$ cat src/rtl/ps2_host_tx.sv
// PS/2 host-to-device command transmitter: inhibits the bus clock, issues a
// request-to-send, then shifts a byte plus odd parity and stop out on device clock edges.
module ps2_host_tx #(
  parameter int INHIBIT_CYCLES        = 10000,
  parameter int START_TIMEOUT_CYCLES  = 1500000,
  parameter int PACKET_TIMEOUT_CYCLES = 200000
) (
  input  logic       clk,
  input  logic       rst,
  input  logic [7:0] tx_data,
  input  logic       tx_valid,
  output logic       tx_ready,
  input  logic       ps2_clk_in,
  input  logic       ps2_data_in,
  output logic       ps2_clk_oe,
  output logic       ps2_data_oe,
  output logic       busy,
  output logic       tx_done,
  output logic       tx_ack_err,
  output logic       tx_timeout
);

  localparam int INH_W = $clog2(INHIBIT_CYCLES + 1);
  localparam int STO_W = $clog2(START_TIMEOUT_CYCLES + 1);
  localparam int PTO_W = $clog2(PACKET_TIMEOUT_CYCLES + 1);

  localparam logic [INH_W-1:0] INH_LAST = INH_W'(INHIBIT_CYCLES - 1);
  localparam logic [STO_W-1:0] STO_LAST = STO_W'(START_TIMEOUT_CYCLES - 1);
  localparam logic [PTO_W-1:0] PTO_LAST = PTO_W'(PACKET_TIMEOUT_CYCLES - 1);
  localparam logic [3:0]       LAST_BIT_EDGE = 4'd9;

  typedef enum logic [2:0] {
    S_IDLE,
    S_INHIBIT,
    S_REQ,
    S_START,
    S_BITS,
    S_ACK,
    S_WAIT_IDLE
  } state_t;

  state_t r_state;
  state_t w_stateNext;

  logic r_clkMeta;
  logic r_clkSync;
  logic r_clkSyncD;
  logic r_dataMeta;
  logic r_dataSync;
  logic w_fall;

  logic [9:0]       r_shift;
  logic [9:0]       w_shiftNext;
  logic [3:0]       r_bitCnt;
  logic [3:0]       w_bitCntNext;
  logic [INH_W-1:0] r_inhCnt;
  logic [INH_W-1:0] w_inhCntNext;
  logic [STO_W-1:0] r_startCnt;
  logic [STO_W-1:0] w_startCntNext;
  logic [PTO_W-1:0] r_pktCnt;
  logic [PTO_W-1:0] w_pktCntNext;

  logic r_clkOe;
  logic r_dataOe;
  logic r_txReady;
  logic r_busy;
  logic r_txDone;
  logic r_ackErr;
  logic r_timeout;
  logic w_clkOeNext;
  logic w_dataOeNext;
  logic w_txReadyNext;
  logic w_busyNext;
  logic w_txDoneNext;
  logic w_ackErrNext;
  logic w_timeoutNext;

  // Synchronizers reset high so the idle bus never looks like a falling edge.
  always_ff @(posedge clk) begin
    if (rst) begin
      r_clkMeta  <= 1'b1;
      r_clkSync  <= 1'b1;
      r_clkSyncD <= 1'b1;
      r_dataMeta <= 1'b1;
      r_dataSync <= 1'b1;
    end else begin
      r_clkMeta  <= ps2_clk_in;
      r_clkSync  <= r_clkMeta;
      r_clkSyncD <= r_clkSync;
      r_dataMeta <= ps2_data_in;
      r_dataSync <= r_dataMeta;
    end
  end

  assign w_fall = r_clkSyncD & ~r_clkSync;

  always_ff @(posedge clk) begin
    if (rst) begin
      r_state    <= S_IDLE;
      r_shift    <= '0;
      r_bitCnt   <= '0;
      r_inhCnt   <= '0;
      r_startCnt <= '0;
      r_pktCnt   <= '0;
      r_clkOe    <= 1'b0;
      r_dataOe   <= 1'b0;
      r_txReady  <= 1'b1;
      r_busy     <= 1'b0;
      r_txDone   <= 1'b0;
      r_ackErr   <= 1'b0;
      r_timeout  <= 1'b0;
    end else begin
      r_state    <= w_stateNext;
      r_shift    <= w_shiftNext;
      r_bitCnt   <= w_bitCntNext;
      r_inhCnt   <= w_inhCntNext;
      r_startCnt <= w_startCntNext;
      r_pktCnt   <= w_pktCntNext;
      r_clkOe    <= w_clkOeNext;
      r_dataOe   <= w_dataOeNext;
      r_txReady  <= w_txReadyNext;
      r_busy     <= w_busyNext;
      r_txDone   <= w_txDoneNext;
      r_ackErr   <= w_ackErrNext;
      r_timeout  <= w_timeoutNext;
    end
  end

  always_comb begin
    w_stateNext    = r_state;
    w_shiftNext    = r_shift;
    w_bitCntNext   = r_bitCnt;
    w_inhCntNext   = r_inhCnt;
    w_startCntNext = r_startCnt;
    w_pktCntNext   = r_pktCnt;
    w_dataOeNext   = r_dataOe;
    w_ackErrNext   = r_ackErr;
    w_txDoneNext   = 1'b0;
    w_timeoutNext  = 1'b0;

    unique case (r_state)
      S_IDLE: begin
        if (tx_valid && r_txReady) begin
          // Frame is {stop, odd parity, data}; bit 0 goes out first.
          w_shiftNext  = {1'b1, ~^tx_data, tx_data};
          w_ackErrNext = 1'b0;
          w_inhCntNext = '0;
          w_bitCntNext = '0;
          w_stateNext  = S_INHIBIT;
        end
      end
      S_INHIBIT: begin
        if (r_inhCnt == INH_LAST) begin
          w_stateNext = S_REQ;
        end else begin
          w_inhCntNext = r_inhCnt + 1'b1;
        end
      end
      S_REQ: begin
        w_startCntNext = '0;
        w_stateNext    = S_START;
      end
      S_START: begin
        if (w_fall) begin
          w_dataOeNext = ~r_shift[0];
          w_shiftNext  = {1'b0, r_shift[9:1]};
          w_bitCntNext = 4'd1;
          w_pktCntNext = '0;
          w_stateNext  = S_BITS;
        end else if (r_startCnt == STO_LAST) begin
          w_timeoutNext = 1'b1;
          w_stateNext   = S_IDLE;
        end else begin
          w_startCntNext = r_startCnt + 1'b1;
        end
      end
      S_BITS: begin
        if (r_pktCnt == PTO_LAST) begin
          w_timeoutNext = 1'b1;
          w_stateNext   = S_IDLE;
        end else begin
          w_pktCntNext = r_pktCnt + 1'b1;
          if (w_fall) begin
            w_dataOeNext = ~r_shift[0];
            w_shiftNext  = {1'b0, r_shift[9:1]};
            w_bitCntNext = r_bitCnt + 1'b1;
            if (r_bitCnt == LAST_BIT_EDGE) begin
              w_stateNext = S_ACK;
            end
          end
        end
      end
      S_ACK: begin
        // An ACK edge arriving on the final counted cycle still wins over the timeout.
        if (w_fall) begin
          w_ackErrNext = r_dataSync;
          w_stateNext  = S_WAIT_IDLE;
        end else if (r_pktCnt == PTO_LAST) begin
          w_timeoutNext = 1'b1;
          w_stateNext   = S_IDLE;
        end else begin
          w_pktCntNext = r_pktCnt + 1'b1;
        end
      end
      S_WAIT_IDLE: begin
        if (r_clkSync && r_dataSync) begin
          w_txDoneNext = 1'b1;
          w_stateNext  = S_IDLE;
        end
      end
      default: begin
        w_stateNext = S_IDLE;
      end
    endcase

    // Line drives follow the state being entered so they line up with it.
    w_clkOeNext   = (w_stateNext == S_INHIBIT) || (w_stateNext == S_REQ);
    w_txReadyNext = (w_stateNext == S_IDLE);
    w_busyNext    = (w_stateNext != S_IDLE);
    if ((w_stateNext == S_REQ) || (w_stateNext == S_START)) begin
      w_dataOeNext = 1'b1;
    end else if (w_stateNext != S_BITS) begin
      w_dataOeNext = 1'b0;
    end
  end

  assign tx_ready    = r_txReady;
  assign ps2_clk_oe  = r_clkOe;
  assign ps2_data_oe = r_dataOe;
  assign busy        = r_busy;
  assign tx_done     = r_txDone;
  assign tx_ack_err  = r_ackErr;
  assign tx_timeout  = r_timeout;

endmodule

$ cat config.mk
export PLATFORM = sky130hd
export DESIGN_NAME = ps2_host_tx
export DESIGN_NICKNAME = d
export VERILOG_FILES = /design/src/rtl/ps2_host_tx.sv
export SDC_FILE = /design/constraint.sdc
export NUM_CORES = 1
export LEC_CHECK = 0
export CORE_MARGIN = 3
export CORE_UTILIZATION = 40
export CTS_BUF_LIST = sky130_fd_sc_hd__clkbuf_16
export CTS_CLUSTER_SIZE = 16
export DETAILED_ROUTE_END_ITERATION = 8
export GPL_TIMING_DRIVEN = 0
export PLACE_DENSITY_LB_ADDON = 0.1
export SETUP_SLACK_MARGIN = 0.05
export SLEW_MARGIN = 20
export SYNTH_ARGS = -nofsm -noshare
export SYNTH_HDL_FRONTEND = slang
export SYNTH_SLANG_ARGS = --single-unit
$ cat constraint.sdc
create_clock -name clk -period 2.42 [get_ports clk]
set_input_delay 0.484 -clock clk [delete_from_list [all_inputs] [get_ports clk]]
set_output_delay 0.484 -clock clk [all_outputs]
set_load 0.02 [all_outputs]
### Word level (Yosys, flattened, before mapping)

Cells that the tools add are included.

| storage, ports and cells | value |
|---|---|
| bits of input ports | 13 |
| bits in read-only memories | 0 |
| RAM bits | 0 |
| output and inout port bits | 7 |
| word-level logic and storage cells | 116 |
| memories | 0 |
| latch bits | 0 |
| bits in registers | 82 |

| operators by class | value |
|---|---|
| multipliers | 0 |
| equality and inequality tests | 24 |
| bitwise logic cells | 4 |
| reduce and logical (&&, ||, !) cells | 22 |
| div/mod/pow operators | 0 |
| shifts and indexed selects | 0 |
| add/subtract/negate cells | 4 |
| order comparisons | 0 |
| mux-type cells | 44 |

Operators with widths:

| cell | number |
|---|---|
| 18-bit 2-to-1 mux | 3 |
| 18-bit case mux with 3 select lines | 1 |
| 21-bit 2-to-1 mux | 2 |
| 21-bit case mux with 2 select lines | 1 |
| 10-bit 2-to-1 mux | 3 |
| 3-bit 2-to-1 mux | 10 |
| 10-bit case mux with 3 select lines | 1 |
| 14-bit 2-to-1 mux | 2 |
| 14-bit case mux with 2 select lines | 1 |
| 21-bit by 1-bit adder with 21-bit output, second input constant | 1 |
| 21-bit == test, second input constant | 1 |
| 3-bit case mux with 7 select lines | 1 |
| 18-bit by 1-bit adder with 18-bit output, second input constant | 1 |
| 18-bit == test, second input constant | 1 |
| 2-bit != test, second input constant | 9 |
| 4-bit 2-to-1 mux | 4 |
| 3-bit AND reduction | 5 |
| 14-bit by 1-bit adder with 14-bit output, second input constant | 1 |
| 14-bit == test, second input constant | 1 |
| 3-bit by 2-bit == test with 1-bit output, second input constant | 4 |
| 4-bit case mux with 3 select lines | 1 |
| 1-bit 2-to-1 mux | 11 |
| 3-bit == test, second input constant | 3 |
| 3-bit nonzero test | 3 |
| 18 further kinds | 27 |

### Logic depth before layout (Yosys ltp)

| depth | value |
|---|---|
| depth after elaboration | 9 |
| mapped depth | 9 |
| gate-level depth less buffers | 7 |

### Worst setup path after synthesis

OpenSTA, ideal clock, no wires.

| timing | value |
|---|---|
| kind | register to register |
| from | register r_inhCnt[4] |
| to | register r_clkOe (netlist: ps2_clk_oe) |
| arrival time | 2052 ps |
| stages on the path, launching flop included | 7 |
| required time | 2299 ps |
| library setup time | 121 ps |
| path slack | 247 ps |
| period minus slack after synthesis | 2173 ps |
| buffers on the path | 1 |
| cell sequence | dfxtp_1 -> or4_4 -> o41a_1 -> nor2_4 -> and3_1 -> buf_2 -> mux2_2 |

| between the ends | value |
|---|---|
| longest elaborated chain between the ends | 5 |
| elaborated cells between the ends (all ways) | 6 |
| those cells by class | eq/ne: 3; mux: 2; reduce/logical: 1 |

Ends and longest elaborated chain:

| item | RTL line | source |
|---|---|---|
| from (decl) | 56 | `logic [INH_W-1:0] r_inhCnt;` |
| from (signal assigned) | 116 | `r_inhCnt <= w_inhCntNext;` |
| 14-bit == test * | 153 | `if (r_inhCnt == INH_LAST) begin` |
| 3-bit 2-to-1 mux * | 153 |  |
| 3-bit case mux with 7 select lines * | 141 | `unique case (r_state)` |
| 3-bit by 1-bit == test with 1-bit output or 3-bit by 2-bit == test with 1-bit output (tied branches) | 217 | `w_clkOeNext = (w_stateNext == S_INHIBIT) \|\| (w_stateNext == S_REQ);` |
| 1-bit logical OR * | 217 |  |
| to (signal assigned) | 119 | `r_clkOe <= w_clkOeNext;` |
| to (decl) | 63 | `logic r_clkOe;` |

Every way passes the cells marked *; elsewhere a longest branch is shown, timed or not.
A chain may end at the register's enable or synchronous reset.

### Worst setup path after layout

Ends and elaborated chain as after synthesis.

==> results.yml <==
detailed_routing:
  routed_antenna_nets: 0
  first_iter_violations: 267
  vias: 3562
  detail_route.vias_per_cell: 5.413
  wirelength_um: 9588
  route.detailed.wl_per_inst_um: 14.57
  first_pass_iters: 4
  drc_errors: 0
worst_setup_path:
  reg2reg_depth: 6
  crit_path_start: "r_inhCnt[4]"
  crit_fanout: 5
  critical-path-slowest-cell: "or4_4"
  crit_path_max_incr_delay_ns: 0.55
  critical_path.startpoint_type: "flop"
  ws_path_type: "flop to flop"
  critical_path_arrival_ns: 2.52
  critical_path_depth: 6
  critical_path.reg2reg.endpoint: "ps2_clk_oe"
  cp-endpoint: "ps2_clk_oe"
  regToRegSetupSlack_ns: 0.12
  timing.critical_path.cells: "or4_4 > o41a_1 > nor2_4 > and3_1 > buf_2 > mux2_2"
  r2r_start: "r_inhCnt[4]"
  setup.worst_path.end_class: "flop"
  cpLargestDelayFamily: "simple AND/OR/NAND/NOR gates"
  required_ns: 2.64
  critPathBufInv: 1
global_routing:
  grt_pass1_wl_um: 16520
  globalRouteTotalUtil: 0.1777
  grt_antenna_before_repair: 0
  gr-total-overflow: 0
  number_of_global_route_vias_before_repair: 3314
  maximum_number_of_pins_on_one_net_before_global_route_repair: 13
sta:
  period_minus_slack_ns: 2.305
  slew_headroom: 0.4798
  setup_total_negative_slack_ns: 0
  share_of_the_cycle_needed_by_the_critical_path_after_routing: 0.9524
  hold_viol_final: 0
  slew_violations: 0
  finClkSkew_ns: 0.008531
  setup_viol: 0
  grt_setup_unrepaired: "yes"
  max_clock_freq_ghz: 0.4339
  worst-slew-pin-transition_ns: 0.7803
final_layout:
  multiInputGateArea_sq_um: 2400
  insertedDiodeCount: 0
  fin_cells: 658
  flip_flop_and_latch_area_sq_um: 1645
  layout.cells.most_common_list: "dfxtp_1, nor2_1, nand2_1"
  synthToLayoutAreaGrowth_pct: 17.72
  num-nets-final: 538
  final_common_cell: "dfxtp_1"
  post_route_cells_drive_above_1_share: 0.1314
  filler_cell_count: 1008
clock_network:
  cts.htree.levels: 3
  clkSlewWorstSetupHoldPaths_ns: 0.06
  ctsLongestPathBuffers: 2
  numCtsBuffers: 9
  clk_latency_ns: 0.33
  root_buffer: "clkbuf_16"
  clock_sink_count: 82
  ctsHoldBuffers: 0
  tritoncts: "built"
floorplanning:
  die_width_um: 107.9
  io_pins: 20
  fp.dieArea_sq_um: 11640
  initial_utilization: 0.4189
  core-area_sq_um: 9910
  die_y_um: 107.9
  num_rows: 36
power_and_ir_drop:
  powerDensity_nw_per_um2: 580.6
  power.leakage_nw: 1.629
  vdd_ir_drop_max_mv: 0.3065
placed_design:
  detailed_place_hpwl_um: 6686
  placed_cells_incl_taps: 636
  finalWeightedCongestion: 0.7959
  io_buffers: 19
logic_synthesis:
  synth-async-reset-ratio: 0
  synthesis.yosys.warnings: 0
  syn-instance-count: 484
  ys_seq_area_frac: 0.3954
  synthesis.nets: 502
  synth.ff_latch_count: 82
  synthesis.area_sq_um: 4151
  synth_edf_count: 0
  synth.avg_cell_area_sq_um: 8.577
  leading_register_cell_type_out_of_synthesis: "dfxtp_1"
  post_synthesis_cell_type_count: 67
run_status:
  status: "complete, no violations"
worst_hold_path:
  worst_hold_path_cell_count: 1
  worst_hold_path_type: "flop to flop"
job:
  max_cap_violations: 0
[flip-flops by register name (all words and copies together), names as in the netlist, 3 cells and up]
signal / flops
r_startCnt: 21
r_inhCnt: 14
r_bitCnt: 4
r_state: 3
r_shift: 10
r_pktCnt: 18
[worst min path at each step]
stage	from	end
after floorplan	r_clkMeta	r_clkSync
after global placement	r_clkMeta	r_clkSync
after detailed placement	r_clkMeta	r_clkSync
after CTS	r_clkMeta	r_clkSync
after global routing	r_clkMeta	r_clkSync
final	r_clkMeta	r_clkSync
[logic make-up (layout without fill, tap and decap cells)]
logic type / after synthesis / in the layout / share of synthesized area
mux: 5 / 5 / 0.01236
buf+inv: 37 / 78 / 0.04159
compound gates: 97 / 97 / 0.1700
xor+xnor: 37 / 37 / 0.07806
fa+ha+maj: 5 / 5 / 0.01507
simple gates: 221 / 221 / 0.2875
flops: 82 / 82 / 0.3954
[power by group]
group	total [W]	internal, W	switching [W]
clock	0.00119	0.000672	0.000513
combinational	0.000248	0.000111	0.000137
sequential	0.00140	0.00138	0.0000223
total	0.00284	0.00217	0.000672
[metal layers]
metal	global-route usage	up-vias	share of wire
met5	0	-	0
met1	0.2538	1648	0.51
met2	0.2553	88	0.43
met3	0.04679	12	0.047
li1	-	1814	-
met4	0.06583	0	0.013
[per-stage QoR]
step	cell area [sq um]	hold slack, ns	setup slack, ns	total power [W]	util
2_1_floorplan	4151	0.3895	0.2468	0.001596	-
3_3_place_gp	4508	0.3978	-0.3067	0.001672	0.4549
3_5_place_dp	4508	0.3991	-0.3038	0.001673	0.4549
4_1_cts	4812	0.4132	0.05627	0.002882	0.4856
5_1_grt	4887	0.4259	0.01907	0.002972	0.4932
6_report	4887	0.4121	0.1153	0.002838	0.4932
[final cells by class]
| type | instances | share of cell area |
|---|---|---|
| inverters | 9 | 0.006912 |
| well taps | 133 | 0.03405 |
| repair buffers | 26 | 0.04967 |
| flip-flops and latches | 82 | 0.3367 |
| multi-input cells | 365 | 0.4910 |
| clock inverters | 7 | 0.005888 |
| clock buffers | 9 | 0.04608 |
| plain buffers | 27 | 0.02970 |
[synthesized netlist by cell type, types with 3 or more instances]
cell type  number  area, sq um
nand2b_1        6        37.54
nand2_1        36        135.1
nand4_1        11        68.82
nand3b_1        4        30.03
nor2_1         64        240.2
nor3_1          8        40.04
nor2b_1         3        18.77
dfxtp_1        82         1642
and3_1         10        62.56
nand3_1        20        100.1
o211ai_1        8        60.06
nor3b_1         4        30.03
o21ai_0        23        115.1
o2111ai_1       4        35.03
or2_2           6        37.54
and2_1          5        31.28
buf_2           6        30.03
or3_1          14        87.58
xor2_1         19        166.4
inv_1           9        33.78
a21oi_1        29        145.1
nor4_1          4        25.02
buf_4           3        22.52
nor4b_1         4        35.03
clkbuf_1       15        56.30
or4_1           5        37.54
a311oi_2        8        120.1
ha_1            5        62.56
mux2i_1         4        40.04
xnor2_1        18        157.7
[worst reg2reg max path, stage by stage (launching register included)]
cell and delay (ns):
dfxtp_1 0.34, or4_4 0.55, o41a_1 0.49, nor2_4 0.17, and3_1 0.16, buf_2 0.15, mux2_2 0.34
[timing repair]
action                     CTS  global route
setup buffers                3             4
pin swaps                    3             7
setup endpoints to repair   16            46
resized for setup            4            19
Note: power is estimated with default switching activity, not from simulation.
